File: src/rtl/lcd12864_bus_if_if.sv
// ---------------------------------------------------------------------------
// lcd12864_bus_if_if
//   Request handshake between the text/command sequencer and the ST7920
//   parallel-bus timing engine (lcd12864_bus_if).
//
//   Signals:
//     req_valid  sequencer has a byte to write
//     req_rs     0 = instruction, 1 = display data
//     req_data   byte to write
//     req_ready  engine accepts a request this cycle (registered)
//     init_done  power-up wait (and built-in init, if enabled) complete
//
//   Modports:
//     master  sequencer side (drives the request)
//     slave   bus engine side (drives ready / init_done)
// ---------------------------------------------------------------------------
interface lcd12864_bus_if_if;
    logic       req_valid;
    logic       req_rs;
    logic [7:0] req_data;
    logic       req_ready;
    logic       init_done;

    modport master (
        output req_valid, req_rs, req_data,
        input  req_ready, init_done
    );

    modport slave (
        input  req_valid, req_rs, req_data,
        output req_ready, init_done
    );
endinterface

File: src/rtl/lcd12864_bus_if.sv
// ---------------------------------------------------------------------------
// lcd12864_bus_if
//   Physical-bus timing engine for an ST7920 128x64 LCD in 8-bit parallel,
//   write-only mode. Takes one {rs, byte} request at a time from the
//   sequencer and plays it onto the LCD pins with setup, enable-pulse,
//   hold and execution-wait timing derived from the system clock.
//
//   Ports:
//     clk      system clock (50 MHz nominal)
//     rst_n    asynchronous active-low reset
//     bus      request handshake (slave modport): req_valid/req_rs/req_data
//              in, req_ready/init_done out
//     lcd_rs   LCD register select
//     lcd_rw   LCD read/write, always 0 (write)
//     lcd_en   LCD enable strobe, straight from a flop
//     lcd_dat  LCD data bus
//
//   Build option:
//     LCD12864_INIT_EN  when defined, the engine writes 30/0C/06/01 (rs = 0)
//                       on its own after the power-up wait and only then
//                       raises init_done and opens the request port.
// ---------------------------------------------------------------------------
module lcd12864_bus_if #(
    parameter int unsigned T_PWRUP_CYC = 2000000,
    parameter int unsigned T_SETUP_CYC = 4,
    parameter int unsigned T_EN_CYC    = 25,
    parameter int unsigned T_HOLD_CYC  = 5,
    parameter int unsigned T_EXEC_CYC  = 4000,
    parameter int unsigned T_CLR_CYC   = 80000
) (
    input  logic                 clk,
    input  logic                 rst_n,
    lcd12864_bus_if_if.slave     bus,
    output logic                 lcd_rs,
    output logic                 lcd_rw,
    output logic                 lcd_en,
    output logic [7:0]           lcd_dat
);

    // A zero-length phase would need a state that lasts no cycles; clamp to 1.
    function automatic int unsigned at_least_1(input int unsigned v);
        return (v == 0) ? 1 : v;
    endfunction

    function automatic int unsigned max2(input int unsigned a, input int unsigned b);
        return (a > b) ? a : b;
    endfunction

    localparam int unsigned P_PWRUP = at_least_1(T_PWRUP_CYC);
    localparam int unsigned P_SETUP = at_least_1(T_SETUP_CYC);
    localparam int unsigned P_EN    = at_least_1(T_EN_CYC);
    localparam int unsigned P_HOLD  = at_least_1(T_HOLD_CYC);
    localparam int unsigned P_EXEC  = at_least_1(T_EXEC_CYC);
    localparam int unsigned P_CLR   = at_least_1(T_CLR_CYC);

    localparam int unsigned P_MAX = max2(max2(max2(P_PWRUP, P_SETUP), max2(P_EN, P_HOLD)),
                                         max2(P_EXEC, P_CLR));
    localparam int unsigned CW    = $clog2(P_MAX) + 1;

    // Terminal counts: a phase of N cycles ends when the counter reads N-1.
    localparam logic [CW-1:0] LAST_PWRUP = CW'(P_PWRUP - 1);
    localparam logic [CW-1:0] LAST_SETUP = CW'(P_SETUP - 1);
    localparam logic [CW-1:0] LAST_EN    = CW'(P_EN - 1);
    localparam logic [CW-1:0] LAST_HOLD  = CW'(P_HOLD - 1);
    localparam logic [CW-1:0] LAST_EXEC  = CW'(P_EXEC - 1);
    localparam logic [CW-1:0] LAST_CLR   = CW'(P_CLR - 1);

    localparam logic [7:0] CMD_CLEAR = 8'h01;

    typedef enum logic [2:0] {
        S_PWRUP,
        S_IDLE,
        S_SETUP,
        S_EN_HI,
        S_HOLD,
        S_WAIT
    } state_t;

    state_t        state_q, state_d;
    logic [CW-1:0] cnt_q, cnt_d;
    logic          ready_q;
    logic          done_q, done_d;
    logic          load;        // latch a new {rs, byte} onto the pins
    logic          load_rs;
    logic [7:0]    load_dat;
    logic [CW-1:0] wait_last;

`ifdef LCD12864_INIT_EN
    logic [1:0]    init_idx_q, init_idx_d;

    function automatic logic [7:0] init_byte(input logic [1:0] i);
        case (i)
            2'd0:    return 8'h30;  // basic instruction set, 8-bit bus
            2'd1:    return 8'h0C;  // display on, cursor off
            2'd2:    return 8'h06;  // entry mode: increment, no shift
            default: return 8'h01;  // clear display
        endcase
    endfunction
`endif

    // The clear instruction needs a much longer execution wait. lcd_rs and
    // lcd_dat are frozen from SETUP onward, so they describe the byte whose
    // execution we are waiting out.
    assign wait_last = (!lcd_rs && lcd_dat == CMD_CLEAR) ? LAST_CLR : LAST_EXEC;

    // -----------------------------------------------------------------------
    // Next-state / control
    // -----------------------------------------------------------------------
    always_comb begin
        state_d  = state_q;
        cnt_d    = cnt_q + CW'(1);
        done_d   = done_q;
        load     = 1'b0;
        load_rs  = 1'b0;
        load_dat = 8'h00;
`ifdef LCD12864_INIT_EN
        init_idx_d = init_idx_q;
`endif

        case (state_q)
            S_PWRUP: begin
                if (cnt_q == LAST_PWRUP) begin
`ifdef LCD12864_INIT_EN
                    state_d    = S_SETUP;
                    load       = 1'b1;
                    load_rs    = 1'b0;
                    load_dat   = init_byte(2'd0);
                    init_idx_d = 2'd0;
`else
                    state_d = S_IDLE;
                    done_d  = 1'b1;
`endif
                end
            end

            S_IDLE: begin
                // ready_q is only ever set in IDLE, so one request per visit.
                if (bus.req_valid && ready_q) begin
                    state_d  = S_SETUP;
                    load     = 1'b1;
                    load_rs  = bus.req_rs;
                    load_dat = bus.req_data;
                end
            end

            S_SETUP: begin
                if (cnt_q == LAST_SETUP) state_d = S_EN_HI;
            end

            S_EN_HI: begin
                if (cnt_q == LAST_EN) state_d = S_HOLD;
            end

            S_HOLD: begin
                if (cnt_q == LAST_HOLD) state_d = S_WAIT;
            end

            S_WAIT: begin
                if (cnt_q == wait_last) begin
`ifdef LCD12864_INIT_EN
                    // done_q low here means we are still in the built-in
                    // init sequence rather than serving the sequencer.
                    if (!done_q && init_idx_q != 2'd3) begin
                        state_d    = S_SETUP;
                        init_idx_d = init_idx_q + 2'd1;
                        load       = 1'b1;
                        load_rs    = 1'b0;
                        load_dat   = init_byte(init_idx_q + 2'd1);
                    end else begin
                        state_d = S_IDLE;
                        done_d  = 1'b1;
                    end
`else
                    state_d = S_IDLE;
`endif
                end
            end

            default: begin
                state_d = S_PWRUP;
            end
        endcase

        // Every phase starts counting from zero.
        if (state_d != state_q) cnt_d = '0;
    end

    // -----------------------------------------------------------------------
    // State and output registers. All pin drivers come from flops so lcd_en
    // cannot glitch; they are computed from the next state so each pin
    // changes on the same edge as the state it belongs to.
    // -----------------------------------------------------------------------
    always_ff @(posedge clk or negedge rst_n) begin
        if (!rst_n) begin
            state_q <= S_PWRUP;
            cnt_q   <= '0;
            ready_q <= 1'b0;
            done_q  <= 1'b0;
            lcd_en  <= 1'b0;
            lcd_rs  <= 1'b0;
            lcd_dat <= 8'h00;
        end else begin
            state_q <= state_d;
            cnt_q   <= cnt_d;
            ready_q <= (state_d == S_IDLE);
            done_q  <= done_d;
            lcd_en  <= (state_d == S_EN_HI);
            if (load) begin
                lcd_rs  <= load_rs;
                lcd_dat <= load_dat;
            end
        end
    end

`ifdef LCD12864_INIT_EN
    always_ff @(posedge clk or negedge rst_n) begin
        if (!rst_n) init_idx_q <= 2'd0;
        else        init_idx_q <= init_idx_d;
    end
`endif

    assign lcd_rw        = 1'b0;
    assign bus.req_ready = ready_q;
    assign bus.init_done = done_q;

endmodule
File: src/flat_wrapper.sv
// flat-port wrapper written by rule: the top's interface ports become plain ports
module lcd12864_bus_if_flat 
#(
    parameter int unsigned T_PWRUP_CYC = 2000000,
    parameter int unsigned T_SETUP_CYC = 4,
    parameter int unsigned T_EN_CYC    = 25,
    parameter int unsigned T_HOLD_CYC  = 5,
    parameter int unsigned T_EXEC_CYC  = 4000,
    parameter int unsigned T_CLR_CYC   = 80000
)
  (clk, rst_n, lcd_rs, lcd_rw, lcd_en, lcd_dat, bus_req_valid, bus_req_rs, bus_req_data, bus_req_ready, bus_init_done);
  lcd12864_bus_if_if bus_i ();
  input  logic clk;
  input  logic rst_n;
  output logic lcd_rs;
  output logic lcd_rw;
  output logic lcd_en;
  output logic [7:0] lcd_dat;
  input wire logic [$bits(bus_i.req_valid)-1:0] bus_req_valid;
  input wire logic [$bits(bus_i.req_rs)-1:0] bus_req_rs;
  input wire logic [$bits(bus_i.req_data)-1:0] bus_req_data;
  output wire logic [$bits(bus_i.req_ready)-1:0] bus_req_ready;
  output wire logic [$bits(bus_i.init_done)-1:0] bus_init_done;
  assign bus_i.req_valid = bus_req_valid;
  assign bus_i.req_rs = bus_req_rs;
  assign bus_i.req_data = bus_req_data;
  assign bus_req_ready = bus_i.req_ready;
  assign bus_init_done = bus_i.init_done;
  lcd12864_bus_if #(.T_PWRUP_CYC(T_PWRUP_CYC), .T_SETUP_CYC(T_SETUP_CYC), .T_EN_CYC(T_EN_CYC), .T_HOLD_CYC(T_HOLD_CYC), .T_EXEC_CYC(T_EXEC_CYC), .T_CLR_CYC(T_CLR_CYC)) u_core (.clk(clk), .rst_n(rst_n), .bus(bus_i), .lcd_rs(lcd_rs), .lcd_rw(lcd_rw), .lcd_en(lcd_en), .lcd_dat(lcd_dat));
endmodule
File: config.mk
export PLATFORM = sky130hd
export DESIGN_NAME = lcd12864_bus_if_flat
export DESIGN_NICKNAME = d
export VERILOG_FILES = /design/src/rtl/lcd12864_bus_if_if.sv /design/src/rtl/lcd12864_bus_if.sv /design/src/flat_wrapper.sv
export SDC_FILE = /design/constraint.sdc
export NUM_CORES = 1
export LEC_CHECK = 0
export ABC_AREA = 1
export CAP_MARGIN = 10
export CORE_MARGIN = 5
export CORE_UTILIZATION = 53
export DETAILED_ROUTE_END_ITERATION = 12
export PLACE_DENSITY = 0.76
export SLEW_MARGIN = 20
export SYNTH_ARGS = -nofsm -noshare
export SYNTH_HDL_FRONTEND = slang
export SYNTH_SLANG_ARGS = --single-unit
export TNS_END_PERCENT = 100
File: constraint.sdc
create_clock -name clk -period 4.11 [get_ports clk]
set_input_delay 0.822 -clock clk [delete_from_list [all_inputs] [get_ports clk]]
set_output_delay 0.822 -clock clk [all_outputs]
set_load 0.05 [all_outputs]
[Yosys cells after proc, flatten, opt, wreduce, memory -nomap -nowiden]
Cells that the tools add are included.
Cells by class
  add/subtract/negate cells: 1
  eq/ne operators: 14
  multiplexer cells: 15
  reductions and logical operators: 5
Operator list (count)
  $add 22x1->22 const B: 1
  $eq 22x2->1 const B: 1
  $eq 22x21->1 const B: 1
  $eq 22x22->1: 1
  $eq 22x3->1 const B: 1
  $eq 22x5->1 const B: 1
  $mux 22: 1
  $mux 3: 6
  $pmux 3 s6: 1
  $mux 17: 1
  $mux 8: 2
  $eq 3x2->1 const B: 3
  $eq 8x1->1 const B: 1
  $eq 3x1->1 const B: 2
  $eq 3x3->1 const B: 2
  $mux 1: 4
  $logic_not 3->1: 1
  $ne 3x3->1: 1
  $logic_and 1x1->1: 2
  $reduce_and 2->1: 1
  $logic_not 1->1: 1
Storage, ports and cells
  register bits: 37
  input bits: 12
  word-level logic and storage cells: 42

[Logic depth before layout (Yosys ltp)]
  depth in word-level cells: 8
  mapped depth: 14
  depth with buffers taken out: 13

[Worst setup path after synthesis]
OpenSTA, ideal clock, no wires.
  kind: in2reg
  from: input port bus_req_valid
  to: register u_core.cnt_q[16]
  library setup time: 0.069 ns
  arrival time: 1.757 ns
  required time: 4.041 ns
  path slack: 2.284 ns
  stages on the path: 9
  cell sequence: nand2_1 -> nor2_4 -> nor2_2 -> nand3_1 -> nand2_1 -> nor2_4 -> nand3_4 -> buf_12 -> nor2_2
On the way
  cells in the longest elaborated chain, start to end: 5
Ends and longest elaborated chain
  from (decl): line flat_wrapper.sv:19  | input wire logic [$bits(bus_i.req_valid)-1:0] bus_req_valid;
  $logic_and 1x1->1: line lcd12864_bus_if.sv:138  | if (bus.req_valid && ready_q) begin
  $mux 3: line lcd12864_bus_if.sv:138
  $pmux 3 s6: line lcd12864_bus_if.sv:120  | case (state_q)
  $ne 3x3->1: line lcd12864_bus_if.sv:185  | if (state_d != state_q) cnt_d = '0;
  $mux 22: line lcd12864_bus_if.sv:185
  via u_core.cnt_d[16]: line lcd12864_bus_if.sv:80  | logic [CW-1:0] cnt_q, cnt_d;
  to (signal assigned): line lcd12864_bus_if.sv:204  | cnt_q <= cnt_d;
  to (decl): line lcd12864_bus_if.sv:80
The timed path passes the listed nets, and every way through them passes these cells.
A chain may end at the register's enable or synchronous reset.

[Worst setup path in the final report]
  from: input port bus_req_valid
  to: register u_core.cnt_q[21]
The elaborated chain is that of the path after synthesis.

==> run metrics <==
final-report max-slew violation count=0; Die Area=0.005746 mm^2; Clk pin slew, worst setup/hold paths=0.08 ns; number of buffers added by the clock tree synthesis step=5; vias in the first global route=1848; share of cells above drive strength 1=0.2032; number of detailed-routing iterations run before antenna repair=4; number of antenna violations at the first check in global routing=0; post-route antenna net violation count=0; Finish-stage setup viols=0; diode insertion count for antenna repair=0; Hold Crit Depth=2; final HPWL from detailed placement=3656 um; leakage power total=1.182 nW; share of the synthesized area in compound gates (AO/OA/AOI/OAI)=0.02890; type of the worst min-delay path=register to register; final wirelength=4864 um; reported max-cap violation count=0; DRC viols=0; Setup Fix Bufs, Post-CTS=0; Synth top area share=0.4035; CP Max Fanout=22; setup repair after global routing missed its margin=no; post-layout utilization of the core=0.6188; post-synthesis sequential area ratio=0.4035; wire length of the first global-routing pass=8224 um; total number of clock tree sinks=37; CP max-delay cell=sky130_fd_sc_hd__clkdlybuf4s50_1; dominant cell type by area after synthesis=sky130_fd_sc_hd__dfrtp_1; power density normalized to cell area=269.4 mW/mm^2; Top Ports=25; total design power=0.7109 mW; stage delay of the slowest cell on the critical path=0.45 ns; hold violation count in the final report=0; cell at the root of the clock tree=sky130_fd_sc_hd__clkbuf_8; run status=completed; Worst-Skew Late Latency=0.30 ns; final sum of negative setup slack=0 ns; top cells by area in the synthesized netlist=sky130_fd_sc_hd__dfrtp_1, sky130_fd_sc_hd__nand2_1, sky130_fd_sc_hd__nor2_2, sky130_fd_sc_hd__inv_1, sky130_fd_sc_hd__xor2_1; dominant combinational cell family by area after synthesis=simple AND/OR/NAND/NOR gates; multiplexer share of the synthesized area=0; synth unique cells=29; flop and latch count out of synthesis=37; number of hold buffers added after CTS=0; crit path setup slack, layout=1.746 ns; top cell family by delay on the critical path=simple AND/OR/NAND/NOR gates; number of buffers and inverters on the critical path=1; achievable frequency=0.4231 GHz; port bufs=23; number of cells upsized or downsized after cts=0; post-route fraction of the period consumed by the critical path=0.5751; Max H-tree Level=2; FF-to-FF path depth=10; Post-Place Setup Slack=1.427 ns; Via-to-Cell Ratio=5.188; worst ir drop on vdd=0.1827 mV; Worst setup EP type=register; cells along the critical path=clkdlybuf4s50_1, nand2_1, nor2_4, nor2_2, nand3_1, nand2_1, nor2_4, nand3_4, nor2_1; arithmetic-cell share of the synthesized area counting full adders, half adders and majority gates=0.01091; effective utilization at floorplan=0.5381; pin count of the biggest net entering global routing=38; xor and xnor fraction of the mapped netlist area=0.06107; Max clock buf depth=2; total stage count of the critical path=9; TritonCTS clock tree=yes; floorplan die width=75.80 um; arrival time of data at the critical path endpoint=2.58 ns; Area Overhead vs Synth=14.99%; Worst slew margin=0.4574; area of the placeable core=0.004264 mm^2; largest clock skew in the final design=0.009813 ns; row cnt=24; required time worst endpoint=4.33 ns; global-route congestion overflow total=0; synthesis warning total=0; final RePlAce weighted congestion=0.9543; fin crit period=2.364 ns; DR vias=1904; Die Height=75.80 um; synthesized netlist cell count=289; net count after synthesis=303; number of DRC markers in iteration 0=78; total routing resource utilization after global routing=0.1902; Worst Setup Path Type=input port to register; startpoint type of the worst setup path=input port; post-synthesis share of cell area spent on and, or, nand and nor gates=0.4029; drt wl/cell=13.25 um; mean instance size in the synthesized netlist=7.940 um^2; nets=328; netlist area before placement=0.002295 mm^2; slew at the pin closest to its max-slew limit=0.8139 ns
-- cell families (layout without fill, tap and decap cells) --
family | Yosys count | count (layout)
xor gates and xnor gates | 16 | 16
other | 1 | 1
and+or+nand+nor | 177 | 177
AOI/OAI and AO/OA | 12 | 12
DFF | 37 | 37
adders and majority gates | 2 | 2
buffers and inverters | 44 | 70
-- state kept, by name, summed over array words and instances (netlist names) --
name,count
u_core.lcd_en,1
u_core.bus.init_done,1
u_core.state_q,3
u_core.cnt_q,22
u_core.lcd_rs,1
u_core.bus.req_ready,1
u_core.lcd_dat,8
-- through the flow --
stage                     hold slack, ns  std cells  instance area, um^2
after global placement            0.4470        359                 2522
after detailed placement          0.4516        359                 2522
after global routing              0.4975        367                 2639
final                             0.4655        367                 2639
after CTS                         0.4712        367                 2639
after floorplan                   0.4864        289                 2295
-- layout make-up --
class | instances | area [um^2]
timing repair buffer | 23 | 225.2
multi-input combinational | 208 | 1160
clock inverter | 1 | 30.03
clock buffer | 7 | 86.33
fill | 407 | 1625
sequential | 37 | 925.9
inverter | 39 | 146.4
tap | 52 | 65.06
-- final timing paths --
path	startpoint	to	slack, ns
min	u_core.bus.init_done	u_core.bus.init_done	0.47
min reg2reg	u_core.bus.init_done	u_core.bus.init_done	0.47
max	bus_req_valid	u_core.cnt_q[21]	1.75
min in group asynchronous	rst_n	u_core.lcd_dat[4]	0.61
max reg2reg	u_core.cnt_q[0]	u_core.cnt_q[21]	2.06
max in group asynchronous	rst_n	u_core.cnt_q[2]	2.97
-- cell usage after synthesis, drive strengths merged --
master	n
o41ai	1
o211ai	1
a21oi	1
clkbuf	1
nor2	63
xor2	13
conb	1
ha	2
nand2	63
nor3	14
buf	4
inv	39
dfrtp	37
nand3	28
xnor2	3
nand4	7
nor4	2
o21ai	9
-- cell usage in the layout, fill, tap and decap left out, types with 2 or more instances in the layout --
cell type                          n
sky130_fd_sc_hd__nand2_1          58
sky130_fd_sc_hd__dfrtp_1          37
sky130_fd_sc_hd__inv_1            31
sky130_fd_sc_hd__nor2_1           30
sky130_fd_sc_hd__nor2_2           28
sky130_fd_sc_hd__nand3_1          22
sky130_fd_sc_hd__clkdlybuf4s50_1  22
sky130_fd_sc_hd__xor2_1           13
sky130_fd_sc_hd__nor3_1           11
sky130_fd_sc_hd__o21ai_0           9
sky130_fd_sc_hd__inv_2             8
sky130_fd_sc_hd__nand4_1           6
sky130_fd_sc_hd__clkbuf_8          6
sky130_fd_sc_hd__nand3_2           5
sky130_fd_sc_hd__nor2_4            5
sky130_fd_sc_hd__nand2_2           5
sky130_fd_sc_hd__xnor2_1           3
sky130_fd_sc_hd__nor3_2            2
sky130_fd_sc_hd__nor4_1            2
sky130_fd_sc_hd__ha_1              2
-- worst register-to-register path, delay by kind of cell (launching register included) --
family / cells / cell delay [ns]
simple gates: 9 / 1.25
flops: 1 / 0.42
fa+ha+maj: 1 / 0.26
-- per-layer routing --
layer  wire [um]  global-route usage
met5           0                   0
met4          85             0.07573
met3         371             0.04881
met2        2253              0.3089
met1        2154              0.2411
-- power breakdown --
| group | internal [mW] | switching [mW] | leakage [nW] |
|---|---|---|---|
| clock network | 0.198 | 0.130 | 0.0585 |
| logic | 0.00856 | 0.0102 | 0.673 |
| registers | 0.364 | 0 | 0.451 |
Note: power is estimated with default switching activity, not from simulation.
